===== src/rtl/tspp_fetch_stage.sv =====
// Fetch stage: owns the PC, reads the instruction bus and hands instructions to execute through a
// one-entry output register backed by a one-entry skid buffer. Redirects flush wrong-path work.
module tspp_fetch_stage #(
    parameter logic [31:0] RESET_PC = 32'h0000_0200
) (
    input  logic        clk_i,
    input  logic        rst_ni,
    output logic        imem_ren_o,
    output logic [31:0] imem_addr_o,
    input  logic        imem_busy_i,
    input  logic [31:0] imem_rdata_i,
    input  logic [31:0] brj_addr_i,
    input  logic        pc_redirect_i,
    input  logic        ex_stall_i,
    output logic        fe_valid_o,
    output logic [31:0] fe_pc_o,
    output logic [31:0] fe_pc4_o,
    output logic [31:0] fe_instr_o,
    output logic        fe_misaligned_o
);

    typedef enum logic [1:0] {StFetch, StHold, StDiscard} state_e;

    state_e      state_q, state_d;
    logic [31:0] pc_q, pc_d;
    logic [31:0] stale_q, stale_d;
    logic        skid_valid_q, skid_valid_d;
    logic [31:0] skid_instr_q, skid_instr_d;
    logic [31:0] skid_pc_q, skid_pc_d;
    logic        skid_mis_q, skid_mis_d;
    logic        fe_valid_q, fe_valid_d;
    logic [31:0] fe_pc_q, fe_pc_d;
    logic [31:0] fe_instr_q, fe_instr_d;
    logic        fe_mis_q, fe_mis_d;

    logic out_free;
    logic pc_mis;

    assign out_free = !fe_valid_q || !ex_stall_i;
    assign pc_mis   = (pc_q[1:0] != 2'b00);

    // DISCARD keeps presenting the stale address so the bus read can complete undisturbed.
    always_comb begin
        imem_ren_o  = 1'b0;
        imem_addr_o = pc_q;
        if (rst_ni) begin
            unique case (state_q)
                StFetch:   imem_ren_o = !pc_mis;
                StHold:    imem_ren_o = 1'b0;
                StDiscard: begin
                    imem_ren_o  = 1'b1;
                    imem_addr_o = stale_q;
                end
                default:   imem_ren_o = 1'b0;
            endcase
        end
    end

    always_comb begin
        state_d      = state_q;
        pc_d         = pc_q;
        stale_d      = stale_q;
        skid_valid_d = skid_valid_q;
        skid_instr_d = skid_instr_q;
        skid_pc_d    = skid_pc_q;
        skid_mis_d   = skid_mis_q;
        fe_valid_d   = ex_stall_i ? fe_valid_q : 1'b0;
        fe_pc_d      = fe_pc_q;
        fe_instr_d   = fe_instr_q;
        fe_mis_d     = fe_mis_q;

        if (pc_redirect_i) begin
            fe_valid_d   = 1'b0;
            skid_valid_d = 1'b0;
            pc_d         = brj_addr_i;
            stale_d      = pc_q;
            if (state_q == StFetch && imem_ren_o && imem_busy_i) begin
                state_d = StDiscard;
            end else begin
                state_d = StFetch;
            end
        end else begin
            unique case (state_q)
                StFetch: begin
                    if (pc_mis) begin
                        if (out_free) begin
                            fe_valid_d = 1'b1;
                            fe_mis_d   = 1'b1;
                            fe_instr_d = 32'h0;
                            fe_pc_d    = pc_q;
                        end
                    end else if (!imem_busy_i) begin
                        pc_d = pc_q + 32'd4;
                        if (out_free) begin
                            fe_valid_d = 1'b1;
                            fe_mis_d   = 1'b0;
                            fe_instr_d = imem_rdata_i;
                            fe_pc_d    = pc_q;
                        end else begin
                            skid_valid_d = 1'b1;
                            skid_mis_d   = 1'b0;
                            skid_instr_d = imem_rdata_i;
                            skid_pc_d    = pc_q;
                            state_d      = StHold;
                        end
                    end
                end
                StHold: begin
                    if (!ex_stall_i) begin
                        fe_valid_d   = skid_valid_q;
                        fe_mis_d     = skid_mis_q;
                        fe_instr_d   = skid_instr_q;
                        fe_pc_d      = skid_pc_q;
                        skid_valid_d = 1'b0;
                        state_d      = StFetch;
                    end
                end
                StDiscard: begin
                    if (!imem_busy_i) begin
                        state_d = StFetch;
                    end
                end
                default: state_d = StFetch;
            endcase
        end
    end

    always_ff @(posedge clk_i) begin
        if (!rst_ni) begin
            state_q      <= StFetch;
            pc_q         <= RESET_PC;
            stale_q      <= 32'h0;
            skid_valid_q <= 1'b0;
            skid_instr_q <= 32'h0;
            skid_pc_q    <= 32'h0;
            skid_mis_q   <= 1'b0;
            fe_valid_q   <= 1'b0;
            fe_pc_q      <= 32'h0;
            fe_instr_q   <= 32'h0;
            fe_mis_q     <= 1'b0;
        end else begin
            state_q      <= state_d;
            pc_q         <= pc_d;
            stale_q      <= stale_d;
            skid_valid_q <= skid_valid_d;
            skid_instr_q <= skid_instr_d;
            skid_pc_q    <= skid_pc_d;
            skid_mis_q   <= skid_mis_d;
            fe_valid_q   <= fe_valid_d;
            fe_pc_q      <= fe_pc_d;
            fe_instr_q   <= fe_instr_d;
            fe_mis_q     <= fe_mis_d;
        end
    end

    assign fe_valid_o      = fe_valid_q;
    assign fe_pc_o         = fe_pc_q;
    assign fe_pc4_o        = fe_pc_q + 32'd4;
    assign fe_instr_o      = fe_instr_q;
    assign fe_misaligned_o = fe_mis_q;

endmodule


===== config.mk =====
export PLATFORM = sky130hd
export DESIGN_NAME = tspp_fetch_stage
export DESIGN_NICKNAME = d
export VERILOG_FILES = /design/src/rtl/tspp_fetch_stage.sv
export SDC_FILE = /design/constraint.sdc
export NUM_CORES = 1
export LEC_CHECK = 0
export CELL_PAD_IN_SITES_DETAIL_PLACEMENT = 0
export CELL_PAD_IN_SITES_GLOBAL_PLACEMENT = 1
export CORE_MARGIN = 5
export CORE_UTILIZATION = 34
export CTS_CLUSTER_SIZE = 10
export DETAILED_ROUTE_END_ITERATION = 10
export GPL_ROUTABILITY_DRIVEN = 0
export HOLD_SLACK_MARGIN = 0.1
export PLACE_DENSITY = 0.78
export SETUP_SLACK_MARGIN = 0.15
export SYNTH_ARGS = -nofsm -noshare
export SYNTH_HDL_FRONTEND = slang
export SYNTH_SLANG_ARGS = --single-unit

===== constraint.sdc =====
create_clock -name clk_i -period 2.35 [get_ports clk_i]
set_input_delay 0.5875 -clock clk_i [delete_from_list [all_inputs] [get_ports clk_i]]
set_output_delay 0.5875 -clock clk_i [all_outputs]
set_load 0.05 [all_outputs]

==> flow_summary.yaml <==
sta:
  maxSlewHeadroom: 0.399
  worst_slack_ns: -0.329
  finalSetupViolCount: 46
  worstMarginPinSlew_ns: 0.902
  hold_violations: 0
  period_share: 1.14
  slew_viol_final: 0
  rsz0062_at_grt: "true"
  fmax_ghz: 0.373
  clock_skew_ns: 0.00787
  finalCriticalPeriod_ns: 2.68
synth:
  ys.flop_type: "dfxtp_1"
  synth_edf_count: 0
  synthArstFlopShare: 0
  synth_nets: 1137
  synth_area_um2: 9190
  syn_area_per_cell_um2: 8.62
  synth_cell_types: 54
  yosysWarnings: 0
  synth-seq-area-share: 0.429
  postSynthCellCount: 1066
  yosys_register_bits: 197
floorplan:
  die_x_um: 174
  dieArea_um2: 30400
  rows: 60
  die_y_um: 174
  io_pins: 200
  coreArea_um2: 26800
  start_util: 0.343
clock_tree:
  cts_tree: "yes"
  clkTransAtPathRegs_ns: 0.07
  clock-root-buffer: "clkbuf_16"
  htree_levels: 4
  clock_latency_ns: 0.43
  clock-sinks: 197
  cts_made_buffers: 17
  cts_max_path_buffers: 2
  cts_hold_buf: 0
finish:
  nNetsFinal: 1378
  layout_common_cells: "173 x dfxtp_1, 138 x nand2_1, 107 x nor2_1"
  areaGrowthSynthToFinish_pct: 54.9
  n_antenna_cell: 0
  instances_no_fill: 1661
  design_area_um2: 14200
  final_common_cell: "dfxtp_1"
  drive_above_1_share: 0.266
grt:
  track_usage: 0.187
  antenna_found_initial: 1
  grt_overflow: 0
  grt_pass1_wl_um: 46100
  grt_pass1_vias: 8117
  grt_max_degree: 93
drt:
  drcViolationCount: 0
  vias_per_cell: 5.20
  wirelength_um: 29700
  post_drt_wl_per_cell_um: 17.9
  drt_iter0_markers: 602
  firstDrtPassIters: 5
  via_count: 8639
  antenna_left: 0
worst_setup_path:
  cp-end-kind: "output port"
  setup.worst_path.start_class: "flip-flop"
  critPathKind: "flip-flop to output port"
  arrival_ns: 2.09
  critPathMaxFanout: 7
  cp.required_ns: 1.76
  rrSetupSlack_ns: 0.03
pwr:
  power.leakage_nw: 5.94
  peakVddDrop_uv: 479
  powerDensity_nw_per_um2: 637
flow_run:
  cap_violations: 0
placement:
  pre_cts_ws_ns: -0.224
  io_buffers: 199
  hpwl_um: 19700
  post-place-cells: 1592
  place_area_um2: 12700
status:
  status: "finished, violations left"
  violations: "setup timing"
hold_path:
  hold_class: "flip-flop to flip-flop"
worst paths after layout:
path,cells past startpoint,start,end
worst max register to register,4,state_q[0],pc_q[26]
worst max-delay path,5,fe_pc_o[19],fe_pc4_o[30]
worst min register to register,2,skid_pc_q[20],skid_pc_q[20]
worst min-delay path,2,skid_pc_q[20],skid_pc_q[20]
worst max-delay path, stage by stage, from the launching register on:
cell,delay [ns]
dfxtp_2,0.33
and4_1,0.35
and3_4,0.36
nand4_1,0.24
xnor2_4,0.23
buf_12,0.16
sequential cells by signal (all words and copies together), names as in the netlist:
| signal | flops |
|---|---|
| fe_pc_o | 32 |
| skid_pc_q | 32 |
| skid_valid_q | 1 |
| pc_q | 32 |
| skid_instr_q | 32 |
| stale_q | 32 |
| fe_misaligned_o | 1 |
| fe_instr_o | 32 |
| fe_valid_o | 1 |
| state_q | 2 |
logic make-up (layout without fill, tap and decap cells):
group,after synthesis,in the layout,synth area share
multiplexers,93,93,0.106
flip-flops,197,197,0.429
AND/OR/NAND/NOR,418,419,0.213
AO/OA/AOI/OAI,205,205,0.165
adder cells (fa/ha/maj),2,2,0.00272
XOR/XNOR,37,37,0.0353
buffers and inverters,114,367,0.0490
through the flow:
stage                     TNS [ns]  total power [mW]  hold WS [ns]   util
after floorplan              -2.11              5.09         0.435      -
after global placement       -8.67              6.01         0.440  0.475
final                        -6.58              9.06         0.454  0.531
after CTS                    -6.14              9.12         0.455  0.521
after global routing        -10.29              9.41         0.472  0.531
after detailed placement    -11.41              6.03         0.446  0.475
metal layers:
layer | global-route usage | vias to the layer above | wire length [um]
met5 | 0 | - | 7
met3 | 0.0378 | 21 | 1400
met2 | 0.309 | 201 | 14200
li1 | - | 4286 | -
met1 | 0.256 | 4129 | 13700
met4 | 0.0383 | 2 | 317
repair_timing:
| action | 4_1_cts | 5_1_grt |
|---|---|---|
| cloned | 4 | 1 |
| setup buffers | 21 | 11 |
| setup endpoints to repair | 171 | 145 |
| pin swaps | 28 | 23 |
| resized for setup | 132 | 53 |
power by group:
group | internal [mW] | total [mW] | switching, mW
clock | 1.71 | 3.06 | 1.35
sequential | 3.51 | 3.66 | 0.149
combinational | 0.950 | 2.34 | 1.39
synth_stat cells (2+ instances only):
cell type	n	area [um^2]
nand2_1	145	544
a211oi_1	35	263
o21a_1	6	45.0
o211a_1	3	30.0
or3_1	9	56.3
o21ai_0	24	120
xor2_1	8	70.1
or2_2	2	12.5
o31a_1	3	26.3
o31ai_1	6	45.0
buf_2	6	30.0
a211o_1	2	17.5
mux2_2	32	360
and4_1	6	52.6
nor4_1	13	81.3
xnor2_1	29	254
nand4_1	16	100
buf_4	2	15.0
nor2_1	111	417
and3_1	11	68.8
nor4b_1	2	17.5
a31oi_1	13	81.3
a21boi_1	10	75.1
nor3b_1	2	15.0
dfxtp_1	197	3940
clkbuf_1	88	330
ha_1	2	25.0
a21boi_0	45	338
a311oi_1	4	35.0
o311a_1	5	50.1
buf_1	6	22.5
or4_4	2	22.5
nand2b_1	8	50.1
nor2b_1	12	75.1
or4_1	9	67.6
inv_1	10	37.5
a221oi_1	32	280
a21oi_1	12	60.1
nand3b_1	2	15.0
nor3_1	44	220
nand3_1	19	95.1
mux2i_1	61	611
area by class of cell:
type	count	area [um^2]
repair buffers	324	3570
inverters	11	42.5
multi-input cells	756	5570
clock buffers	20	478
well taps	341	427
flip-flops and latches	197	4000
clock inverters	12	139
fillers	2403	12600
(Power assumes the default switching activity.)
